<file path="src/rtl/register_file_32.sv">
// 32-entry register file with per-register busy scoreboard.
// Entry 0 is hardwired zero; reads bypass the in-flight writeback.
module register_file_32 #(
    parameter int unsigned WIDTH = 32
) (
    input  logic             clk,
    input  logic             rst,
    input  logic             we,
    input  logic [4:0]       waddr,
    input  logic [WIDTH-1:0] wdata,
    input  logic [4:0]       ra1,
    input  logic [4:0]       ra2,
    output logic [WIDTH-1:0] rd1,
    output logic [WIDTH-1:0] rd2,
    input  logic             rsv_en,
    input  logic [4:0]       rsv_addr,
    output logic             busy1,
    output logic             busy2
);

    logic [WIDTH-1:0] r_regs [32];
    logic [31:0]      r_busy;

    logic w_wr_valid;
    logic w_rsv_valid;
    logic w_byp1;
    logic w_byp2;

    assign w_wr_valid  = we && (waddr != 5'd0);
    assign w_rsv_valid = rsv_en && (rsv_addr != 5'd0);
    assign w_byp1      = w_wr_valid && (waddr == ra1);
    assign w_byp2      = w_wr_valid && (waddr == ra2);

    // Reserve is applied after the write clear so a same-address reserve wins.
    always_ff @(posedge clk) begin
        if (rst) begin
            for (int unsigned i = 0; i < 32; i++) begin
                r_regs[i[4:0]] <= '0;
            end
            r_busy <= '0;
        end else begin
            if (w_wr_valid) begin
                r_regs[waddr] <= wdata;
                r_busy[waddr] <= 1'b0;
            end
            if (w_rsv_valid) begin
                r_busy[rsv_addr] <= 1'b1;
            end
        end
    end

    always_comb begin
        rd1   = '0;
        busy1 = 1'b0;
        if (ra1 != 5'd0) begin
            if (w_byp1) begin
                rd1 = wdata;
            end else begin
                rd1   = r_regs[ra1];
                busy1 = r_busy[ra1];
            end
        end
    end

    always_comb begin
        rd2   = '0;
        busy2 = 1'b0;
        if (ra2 != 5'd0) begin
            if (w_byp2) begin
                rd2 = wdata;
            end else begin
                rd2   = r_regs[ra2];
                busy2 = r_busy[ra2];
            end
        end
    end

endmodule
</file>
<file path="config.mk">
export PLATFORM = sky130hd
export DESIGN_NAME = register_file_32
export DESIGN_NICKNAME = d
export VERILOG_FILES = /design/src/rtl/register_file_32.sv
export SDC_FILE = /design/constraint.sdc
export NUM_CORES = 2
export LEC_CHECK = 0
export CELL_PAD_IN_SITES_DETAIL_PLACEMENT = 1
export CELL_PAD_IN_SITES_GLOBAL_PLACEMENT = 1
export CORE_UTILIZATION = 40
export CTS_BUF_LIST = sky130_fd_sc_hd__clkbuf_8 sky130_fd_sc_hd__clkbuf_16
export CTS_CLUSTER_DIAMETER = 30
export CTS_CLUSTER_SIZE = 28
export DETAILED_ROUTE_END_ITERATION = 12
export PLACE_DENSITY = 0.6
export SLEW_MARGIN = 0
export SYNTH_ARGS = -nofsm -noshare
export SYNTH_HDL_FRONTEND = slang
export SYNTH_SLANG_ARGS = --single-unit
</file>
<file path="constraint.sdc">
create_clock -name clk -period 9.08 [get_ports clk]
set_input_delay 1.362 -clock clk [delete_from_list [all_inputs] [get_ports clk]]
set_output_delay 1.362 -clock clk [all_outputs]
set_load 0.02 [all_outputs]
</file>
==> impl_metrics.ini <==
[cts]
cts_buffer_depth = 4
cts-htree-levels = 5
holdBufCountCts = 0
cts_sinks = 1056
tritoncts = built
cts.repair_timing.setup_buffer_count = 0
root_driver = clkbuf_16
worstSkewPairLatency_ps = 840
post_cts_gate_resize_count = 0
worst_setup_hold_path_clk_slew_ps = 40
tritoncts.num_buffers = 299

[synth]
synth.distinct_cells = 61
post_synth_inst_count = 4137
synth.yosys.warnings = 0
synth-seq-area-share_pct = 54.4
syn_avg_cell_area_um2 = 14.0
synth-async-reset-ratio_pct = 0
ys_seq_elements = 1056
synth_flop_cell = edfxtp_1
synth.cell_area_um2 = 57700
synth-edff-count = 1024

[setup_path]
critPathCaptureType = output port
cp_cell_sequence = buf_8 > buf_4 > nor2_1 > a21oi_1 > o31ai_4 > a211oi_1 > a221o_1 > clkdlybuf4s50_1
critical-path-top-delay-family = compound AO/OA/AOI/OAI gates
critPathLaunchType = primary input
required_worst_endpoint_ps = 7720
timing.critical_path.fanout_max = 56
cpPeakStageDelay_ps = 1050
critical_path.n_buffers_inverters = 3
cp_data_arrival_time_ps = 5850
crit_slowest_cell = a211oi_1
crit_path_kind = in2out

[routing]
wire_per_inst_um = 38.8
initialDrtViolationCount = 5654
drc = 0
post_drt_via_cell_ratio = 6.43
drt_wl_total_um = 250000
via_total_after_detailed_routing = 41400
final_antenna_net_count = 0
drt_pre_antenna_iters = 5

[timing]
post-route-period-util_pct = 79.4
max_freq_mhz = 139
final_setup_violating_endpoints = 0
period_needed_ps = 7210
rsz0062_at_grt = false
timing.clock.skew_ps = 0
final.setup.tns_ps = 0
relSlewSlack_pct = 5.12
timing_max_transition_violations_final = 0
finalHoldViolCount = 0
timing_worst_slew_pin_value_ps = 1410

[floorplanning]
die_y_um = 382
num_io_pins = 122
core_um2 = 143000
die_w_um = 382
fp-row-count = 139
floorplan.initialDensity_pct = 40.2
design.die.area_um2 = 146000

[job]
drv.max_cap_violation_count = 0

[place]
dp.final_hpwl_um = 147000
globalplace.congestion = 0.870
place.detailed.instances = 5919
io_buffers = 121

[finish]
final_cells = 6444
post_route_cells_drive_above_1_share_pct = 23.7
area_growth_syn_to_layout_pct = 23.0
layout.filler_cells = 13900
finish.net_count = 4373

[status]
status = finished clean

[power_and_ir_drop]
vdd_ir_drop_max_v = 0.000161
pwr_per_cell_area_nw_per_um2 = 253
total_power_mw = 17.9
p_leak_nw = 25.6

[global_routing]
grt_max_degree = 85
groute.usage.overall_pct = 34.0
grt_antenna_before_repair = 33
grt_pass1_vias = 42200
overflow = 0
grt_pass1_wl_um = 343000

[min_path]
worstHoldPathType = reg2reg
-- power by group --
group | total (mW) | switching, mW | leakage (nW) | internal, mW
logic | 1.78 | 1.13 | 10.7 | 0.645
registers | 5.78 | 0.139 | 10.0 | 5.64
clock network | 10.4 | 3.07 | 4.92 | 7.32
-- cell usage in the layout, fill, tap and decap left out, drive strengths merged, types with 11 or more instances in the layout --
cell type and instances:
buf 168, clkinvlp 24, clkdlybuf4s50 108, a221o 58
nor2b 63, edfxtp 1024, bufinv 47, diode 11
a22oi 37, nor2 65, mux2i 344, clkinv 98
dfxtp 32, conb 32, o21ai 55, nand3 15
a21o 13, nor3 56, o21bai 22, a211oi 57
o22ai 42, clkbuf 308, o211ai 12, nor4 11
a211o 14, inv 81, and2 998, nand2 90
a21oi 82, nand2b 24, a221oi 99, mux4 385
-- flip-flops by register name, summed over array words and instances, names as in the netlist --
| name | cells |
|---|---|
| r_busy | 32 |
| r_regs | 1024 |
-- stage by stage --
step / hold slack (ps) / util, % / cell area [um2] / setup WS [ps]
after global routing: 505 / 49.5 / 71000 / 1770
after global placement: 467 / 42.6 / 61100 / 2010
after floorplan: 451 / - / 57900 / 4400
after CTS: 485 / 49.5 / 71000 / 1960
after detailed placement: 473 / 42.6 / 61100 / 2040
final: 485 / 49.5 / 71000 / 1870
-- logic make-up (layout without fill, tap and decap cells) --
| logic type | Yosys count | after routing | synth area share, % |
|---|---|---|---|
| DFF | 1056 | 1056 | 54.4 |
| muxes | 733 | 733 | 21.1 |
| other | 1 | 43 | 0.00650 |
| AOI/OAI and AO/OA | 521 | 521 | 6.64 |
| and+or+nand+nor | 1344 | 1344 | 13.8 |
| buffers and inverters | 472 | 834 | 3.98 |
| xor gates and xnor gates | 10 | 10 | 0.152 |
-- worst reg2reg max path: cells and delay by family, from the launching register on --
family / cells / cell delay (ps)
buffers and inverters: 1 / 60
AO/OA/AOI/OAI: 1 / 200
flip-flops: 1 / 360
-- metal layers --
layer  wire, um  global-route usage [%]  vias up
met5         87                       0        -
met4      13800                    18.0       12
met3      23400                    7.05      604
met2     114000                    52.7     2435
met1      98400                    44.9    22100
li1           -                       -    16300
-- cells in the mapped netlist, drive strengths merged (4+ instances only) --
master	n	area [um2]
edfxtp	1024	30700
or3	4	25.0
a21oi	82	410
a31oi	9	62.6
nor2	65	246
o211ai	12	90.1
nand3	15	75.1
xnor2	9	78.8
o21bai	22	165
a21o	13	97.6
mux4	385	8670
and2	998	6240
o22ai	42	263
nand2b	24	150
buf	148	1080
a221oi	99	867
nand2	90	338
a22oi	37	278
nand3b	5	37.5
a221o	58	581
a211oi	57	428
nor2b	63	394
mux2	4	45.0
inv	41	154
o21ai	55	275
nor4	11	68.8
dfxtp	32	641
clkbuf	282	1060
a211o	14	123
nor3	56	285
a22o	9	78.8
mux2i	344	3440
-- area by class of cell --
class	instances	area [um2]	share of cell area, %
well taps	1903	2380	3.35
multi-input cells	2640	24700	34.7
diodes	11	27.5	0.0388
repair buffers	278	2500	3.52
flip-flops and latches	1056	31400	44.2
clock inverters	208	2240	3.16
clock buffers	306	7650	10.8
inverters	42	158	0.222
-- path summary, 6_finish.rpt --
path | start | endpoint | slack, ps | depth (start not counted)
hold / removal | r_busy[7]$_SDFF_PP0_ | r_busy[7]$_SDFF_PP0_ | 490 | 2
hold reg to reg | r_busy[7]$_SDFF_PP0_ | r_busy[7]$_SDFF_PP0_ | 490 | 2
setup reg to reg | r_busy[10]$_SDFF_PP0_ | r_busy[10]$_SDFF_PP0_ | 8370 | 2
setup / recovery | ra2[0] | rd2[28] | 1870 | 8
Power figures use the tool's default switching activity.
